--- src/rtl/ram_cfg_pkg.sv ---
// rtl/ram_cfg_pkg.sv - shared types, constants and byte-merge helper for the sync-read RAM
package ram_cfg_pkg;

    typedef enum logic {
        ST_CLEAR = 1'b0,
        ST_RUN   = 1'b1
    } init_state_t;

    localparam int RDW_OLD = 0;
    localparam int RDW_NEW = 1;

    // Widest word the merge helper handles; callers zero-extend and truncate around it.
    localparam int MERGE_DW = 256;

    function automatic logic [MERGE_DW-1:0] byte_merge(
        input logic [MERGE_DW-1:0] old_word,
        input logic [MERGE_DW-1:0] new_word,
        input logic [MERGE_DW-1:0] be,
        input int unsigned         bwidth
    );
        logic [MERGE_DW-1:0] merged;
        for (int i = 0; i < MERGE_DW; i++) begin
            merged[i] = be[8'(i / bwidth)] ? new_word[i] : old_word[i];
        end
        return merged;
    endfunction

endpackage

--- src/rtl/ram_init_seq.sv ---
// rtl/ram_init_seq.sv - post-reset clear counter and CLEAR/RUN state machine
module ram_init_seq
    import ram_cfg_pkg::*;
#(
    parameter int AWIDTH     = 3,
    parameter int INIT_CLEAR = 1
) (
    input  logic              clock,
    input  logic              reset,
    output logic              clr_we,
    output logic [AWIDTH-1:0] clr_addr,
    output logic              init_done
);

    localparam logic [AWIDTH-1:0] LAST_ADDR = '1;

    init_state_t state;

    always_ff @(posedge clock or posedge reset) begin
        if (reset) begin
            state     <= ST_CLEAR;
            clr_addr  <= '0;
            clr_we    <= (INIT_CLEAR != 0);
            init_done <= 1'b0;
        end else begin
            unique case (state)
                ST_CLEAR: begin
                    // With the clear disabled clr_we is never set, so this leaves on the first edge.
                    if (!clr_we || clr_addr == LAST_ADDR) begin
                        state     <= ST_RUN;
                        clr_we    <= 1'b0;
                        init_done <= 1'b1;
                    end else begin
                        clr_addr <= clr_addr + 1'b1;
                    end
                end
                ST_RUN: begin
                    init_done <= 1'b1;
                end
                default: begin
                    state <= ST_CLEAR;
                end
            endcase
        end
    end

endmodule

--- src/rtl/ram_sync_read_be.sv ---
// rtl/ram_sync_read_be.sv - single-port sync-read RAM with byte enables, clear sequencer and 1/2-cycle latency
module ram_sync_read_be
    import ram_cfg_pkg::*;
#(
    parameter int              AWIDTH     = 3,
    parameter int              DWIDTH     = 32,
    parameter int              BWIDTH     = 8,
    parameter int              RD_LATENCY = 1,
    parameter int              RDW_MODE   = 0,
    parameter int              INIT_CLEAR = 1,
    parameter logic [DWIDTH-1:0] INIT_VALUE = '0
) (
    input  logic                     clock,
    input  logic                     reset,
    input  logic                     req,
    input  logic                     we,
    input  logic [AWIDTH-1:0]        addr,
    input  logic [DWIDTH-1:0]        din,
    input  logic [DWIDTH/BWIDTH-1:0] be,
    output logic                     ready,
    output logic [DWIDTH-1:0]        dout,
    output logic                     dout_valid,
    output logic                     init_done
);

    localparam int DEPTH = 1 << AWIDTH;

    generate
        if ((DWIDTH % BWIDTH) != 0 || (RD_LATENCY != 1 && RD_LATENCY != 2) || DWIDTH > MERGE_DW) begin : g_bad_param
            $error("ram_sync_read_be: illegal DWIDTH/BWIDTH/RD_LATENCY combination");
        end
    endgenerate

    logic [DWIDTH-1:0] mem [DEPTH];

    logic              clr_we;
    logic [AWIDTH-1:0] clr_addr;

    ram_init_seq #(
        .AWIDTH     (AWIDTH),
        .INIT_CLEAR (INIT_CLEAR)
    ) u_init_seq (
        .clock     (clock),
        .reset     (reset),
        .clr_we    (clr_we),
        .clr_addr  (clr_addr),
        .init_done (init_done)
    );

    assign ready = init_done;

    logic              accept;
    logic [DWIDTH-1:0] old_word;
    logic [DWIDTH-1:0] merged_word;
    logic [DWIDTH-1:0] resp_data;

    assign accept      = req & ready;
    assign old_word    = mem[addr];
    assign merged_word = DWIDTH'(byte_merge(MERGE_DW'(old_word), MERGE_DW'(din), MERGE_DW'(be), BWIDTH));

    always_comb begin
        resp_data = old_word;
        if (we && RDW_MODE == RDW_NEW) begin
            resp_data = merged_word;
        end
    end

    // Clear and user writes never overlap: ready stays low for the whole clear.
    always_ff @(posedge clock) begin
        if (clr_we) begin
            mem[clr_addr] <= INIT_VALUE;
        end else if (accept && we) begin
            mem[addr] <= merged_word;
        end
    end

    logic              s1_valid;
    logic [DWIDTH-1:0] s1_data;

    always_ff @(posedge clock or posedge reset) begin
        if (reset) begin
            s1_valid <= 1'b0;
            s1_data  <= '0;
        end else begin
            s1_valid <= accept;
            if (accept) begin
                s1_data <= resp_data;
            end
        end
    end

    generate
        if (RD_LATENCY == 2) begin : g_lat2
            logic              s2_valid;
            logic [DWIDTH-1:0] s2_data;

            always_ff @(posedge clock or posedge reset) begin
                if (reset) begin
                    s2_valid <= 1'b0;
                    s2_data  <= '0;
                end else begin
                    s2_valid <= s1_valid;
                    if (s1_valid) begin
                        s2_data <= s1_data;
                    end
                end
            end

            assign dout       = s2_data;
            assign dout_valid = s2_valid;
        end else begin : g_lat1
            assign dout       = s1_data;
            assign dout_valid = s1_valid;
        end
    endgenerate

endmodule

--- config.mk ---
export PLATFORM = sky130hd
export DESIGN_NAME = ram_sync_read_be
export DESIGN_NICKNAME = d
export VERILOG_FILES = /design/src/rtl/ram_cfg_pkg.sv /design/src/rtl/ram_init_seq.sv /design/src/rtl/ram_sync_read_be.sv
export SDC_FILE = /design/constraint.sdc
export NUM_CORES = 1
export LEC_CHECK = 0
export CORE_MARGIN = 2
export CORE_UTILIZATION = 54
export CTS_CLUSTER_DIAMETER = 120
export DETAILED_ROUTE_END_ITERATION = 10
export GPL_ROUTABILITY_DRIVEN = 0
export PLACE_DENSITY = 0.74
export SYNTH_ARGS = -nofsm -noshare
export SYNTH_HDL_FRONTEND = slang
export SYNTH_SLANG_ARGS = --single-unit
--- constraint.sdc ---
create_clock -name clock -period 3.69 [get_ports clock]
set_input_delay 0.369 -clock clock [delete_from_list [all_inputs] [get_ports clock]]
set_output_delay 0.369 -clock clock [all_outputs]
set_load 0.05 [all_outputs]
# Word-level counts from Yosys, hierarchy flattened
# Memory sizes are Yosys's and may differ from the RTL's.
# Cells that the tools add are included.
# word_totals
reg_bits,39
ramBits,256
input_bits,43
output_inout_bits,35
word_cells,63
n_memories,1
# memory_table
memory,words,word_bits,read_ports,rd_clocked_by_memory_dff,wr,line_no,text
mem,8,32,1,0,1,ram_sync_read_be.sv:34,logic [DWIDTH-1:0] mem [DEPTH];
# op_classes
n_addsub,1
eq_ne,2
n_mux,44
n_bitwise,3
n_reduce_logical,6
# ops
operator,n
$mux 1,41
$mux 32,1
$reduce_or 32->1,1
$reduce_and 2->1,2
$add 3x1->3 const B,1
$eq 3x3->1 const B,1
$mux 3,1
$ne 2x1->1 const B,1
$not 1->1,2
$pmux 1 s2,1
$and 1x1->1,1
$logic_and 1x1->1,1
$logic_not 1->1,1
$logic_or 1x1->1,1

# Depth between registers and ports, before layout
# logic_depth
depth_word,7
ltp_mapped,7
depth_no_buf,5

# Cells and area by module
# A second synthesis with hierarchy kept.
# unflattened
hier_cells,708
hier_area_um2,11945.2
# by_module_without_submodules
module,instances,cells_per_inst,area_per_inst_um2,seq_area_each_um2
ram_sync_read_be,1,691,11693.7,8513.2
ram_init_seq,1,17,251.5,151.4

# Least setup slack after synthesis
# No wires, ideal clock.
# synth_timing
path_type,register -> register
from,register u_init_seq.init_done
to,memory mem[0][0] (enable)
setup_time_ns,0.421
arrival_time_ns,2.601
required_ns,3.269
setup_slack_ns,0.668
path_stages_with_launch,6
n_path_buf,1
synth_period_minus_slack_ns,3.022
cell_sequence,dfrtp_1 > nand4b_1 > buf_2 > o21ai_0 > o21ai_0 > nor2_1
# synth_via
elab_chain_cells,7
elab_cells_between_ends,8
classes_between,5 x mux; 1 x bitwise; 2 x reduce/logical
# synth_lines
element,line_no,text
"start, declared",ram_init_seq.sv:12,output logic init_done
"start signal, assigned",ram_init_seq.sv:24,init_done <= 1'b0;
"start signal, assigned",ram_init_seq.sv:32,init_done <= 1'b1;
"start signal, assigned",ram_init_seq.sv:38,init_done <= 1'b1;
$and 1x1->1 *,ram_sync_read_be.sv:57,assign accept = req & ready;
$logic_and 1x1->1 *,ram_sync_read_be.sv:72,end else if (accept && we) begin
$mux 1 *,ram_sync_read_be.sv:72,
$mux 1 *,ram_sync_read_be.sv:70,if (clr_we) begin
$mux 1 (implied by the code) *,ram_sync_read_be.sv:73,mem[addr] <= merged_word;
$reduce_or 32->1 (no line),--,
$mux 3 (no line) / $mux 1 (equally long branches),--,
"end, declared",ram_sync_read_be.sv:34,
# Every way passes the cells marked *; elsewhere a longest branch is shown, timed or not.

# Worst setup path in the final report
# layout_timing
from,register u_init_seq.clr_we
to,memory mem[0][15] (enable)
# layout_via
elab_chain_cells,4
elab_cells_between_ends,7
classes_between,6 x mux; 1 x reduce/logical
# layout_lines
element,line_no,text
"start, declared",ram_init_seq.sv:10,"output logic clr_we,"
"start signal, assigned",ram_init_seq.sv:23,clr_we <= (INIT_CLEAR != 0);
$mux 1,ram_sync_read_be.sv:70,
$mux 1 (implied by the code),ram_sync_read_be.sv:73,
$reduce_or 32->1 (no line),--,
$mux 3 (no line) / $mux 1 (equally long branches),--,
# Parallel ways exist; a longest one is shown, timed or not.

==> impl_metrics.tcl <==
set metrics [dict create \
    drcViolationCount 0 \
    grt_max_degree 91 \
    grt_pass1_vias 7013 \
    cts_buffers 29 \
    post_cts_buffers 0 \
    cts_hold_buf 0 \
    cts_buffer_depth 3 \
    synth_edf_count 256 \
    rows 54 \
    maxSlewHeadroom_pct 35.5 \
    fp.dieW_um 154 \
    routedWlPerCell_um 22.7 \
    ios 78 \
    startpoint_type "register" \
    cts_tree "yes" \
    async_flop_share_pct 13.2 \
    cts_resized 0 \
    nets 836 \
    dp_hpwl_um 14000 \
    finalCriticalPeriod_ns 2.52 \
    powerDensity_nw_per_um2 532 \
    required_ns 3.91 \
    cp.arrival_ns 2.74 \
    final_cell_mix "edfxtp_1, clkdlybuf4s50_1, mux2_2" \
    ir_drop_uv 461 \
    hold_viol 0 \
    path_clk_slew_ns 0.06 \
    grt_usage_pct 21.7 \
    drive_gt1_share_pct 24.9 \
    dr.pass1.iters 5 \
    ys_types 38 \
    clkLatencyLatePin_ns 0.54 \
    h-tree-depth 1 \
    skew_ns 0.0108 \
    cp-end-kind "register" \
    cp_cell_sequence "nand4b_1, buf_4, o21ai_0, nor2_2, buf_12" \
    status "finished clean" \
    worst_pin_slew_ns 0.967 \
    synthCells 710 \
    fillers 1493 \
    tns_ns 0 \
    crit_type "reg -> reg" \
    leakage_uw 0.00494 \
    core_um2 22000 \
    avgSynthCellArea_um2 17.1 \
    cts-root-buf "clkbuf_16" \
    vias 6460 \
    slowest_delay_ns 0.59 \
    via_per_inst 5.90 \
    port_buffers 77 \
    synth_nets 755 \
    dpl-instance-area_um2 13200 \
    finalCritPeriodShare_pct 68.3 \
    dr.first_iter.drc_count 436 \
    dieArea_um2 23700 \
    path_delay_family "buffers and inverters" \
    worst-path-max-fanout 37 \
    finalMaxSlewViolations 0 \
    min_path_type "in -> async" \
    synth-seq-area-share_pct 71.5 \
    rsz0062_at_grt "no" \
    antennaDiodeCount 0 \
    initial_core_util_pct 55.2 \
    antenna_found_initial 0 \
    reg2reg_slack_ns 1.17 \
    cp.buffers_inverters 2 \
    syn-cell-area_um2 12100 \
    cap_violations 0 \
    finalWirelength_um 24900 \
    synth_ff_type "edfxtp_1" \
    cpMaxStageDelayCell "dfstp_2" \
    area_growth_pct 17.5 \
    overflow 0 \
    setup_viol 0 \
    cts_sinks 295 \
    layout_commonest_cell "edfxtp_1" \
    grt_pass1_wl_um 39400 \
    yosysWarnings 0 \
    chipHeight_um 154 \
    ys_seq_elements 295 \
    ant_nets 0 \
    fmax_mhz 397 \
    final_area_um2 14200 \
]
metal layers:
metal	routed length (µm)	GRT usage [%]
met1	10600	28.9
met4	571	5.61
met2	12300	37.3
met5	0	0
met3	1460	3.69
final timing paths:
check                                                    from                          endpoint  cells past startpoint
worst max-delay path            u_init_seq.clr_we$_DFFE_PP1P_              mem[0][15]$_DFFE_PP_                      5
worst min-delay path                                    reset  u_init_seq.init_done$_DFFE_PP0N_                      2
worst max register to register  u_init_seq.clr_we$_DFFE_PP1P_              mem[0][15]$_DFFE_PP_                      5
worst min register to register           dout[10]$_DFFE_PP0N_              dout[10]$_DFFE_PP0N_                      2
max in group asynchronous                               reset              dout[10]$_DFFE_PP0N_                      3
min in group clock                       dout[10]$_DFFE_PP0N_              dout[10]$_DFFE_PP0N_                      2
cells by family after synthesis:
family                   synth area share [%]
XOR/XNOR                               0.0722
flip-flops                               71.5
AND/OR/NAND/NOR                          2.63
buffers and inverters                    3.20
multiplexers                             12.1
AO/OA/AOI/OAI                            10.4
adder cells (fa/ha/maj)                 0.206
area by class of cell:
type / count / area, µm² / share of cell area (%)
clock inverters: 19 / 249 / 1.75
inverters: 22 / 82.6 / 0.580
flip-flops and latches: 295 / 8660 / 60.8
clock buffers: 35 / 778 / 5.46
multi-input cells: 349 / 3110 / 21.8
well taps: 280 / 350 / 2.46
repair buffers: 94 / 1010 / 7.10
registers in the layout, summed over array words and instances (netlist names):
register	count
mem	256
dout	32
u_init_seq.clr_addr	3
dout_valid	1
u_init_seq.clr_we	1
u_init_seq.init_done	1
u_init_seq.state	1
synthesized netlist by cell type, types with 3 or more instances:
cell | instances | area, µm²
buf_2 | 15 | 75.1
nor3_2 | 3 | 30.0
o22ai_1 | 13 | 81.3
mux2_2 | 72 | 811
a21oi_1 | 15 | 75.1
o221ai_2 | 16 | 240
clkbuf_1 | 13 | 48.8
buf_6 | 6 | 67.6
o21a_1 | 13 | 97.6
a22oi_2 | 16 | 200
nor2_1 | 31 | 116
a211oi_2 | 16 | 200
buf_1 | 3 | 11.3
a221oi_1 | 11 | 96.3
buf_4 | 3 | 22.5
a211oi_1 | 6 | 45.0
o21ai_0 | 19 | 95.1
nand2_1 | 22 | 82.6
o41ai_1 | 3 | 26.3
o31a_1 | 3 | 26.3
a22o_1 | 3 | 26.3
mux2i_1 | 65 | 651
buf_12 | 4 | 80.1
inv_1 | 22 | 82.6
nor2b_1 | 7 | 43.8
edfxtp_1 | 256 | 7690
dfrtp_1 | 38 | 951
worst reg2reg max path: cells and delay by family (launching register included):
| family | cells | cell delay [ns] |
|---|---|---|
| flops | 1 | 0.59 |
| compound gates | 1 | 0.29 |
| buf+inv | 2 | 0.83 |
| simple gates | 2 | 0.47 |
power breakdown:
part / internal, µW / switching (µW) / total (µW)
registers: 3710 / 31.7 / 3740
clock network: 1920 / 1210 / 3130
logic: 258 / 451 / 710
total: 5880 / 1690 / 7570
stage by stage:
step	power (µW)	hold WS [ns]	std cells	util, %	worst slack (ns)
final	7570	0.305	1094	64.9	1.17
after global routing	7810	0.369	1094	64.9	0.984
after CTS	7620	0.324	1094	64.9	1.16
after detailed placement	4520	0.471	1040	60.2	0.867
after global placement	4500	0.463	1040	60.2	0.951
after floorplan	4280	0.470	710	-	0.668
No activity file was read; power rests on OpenSTA's default activity.
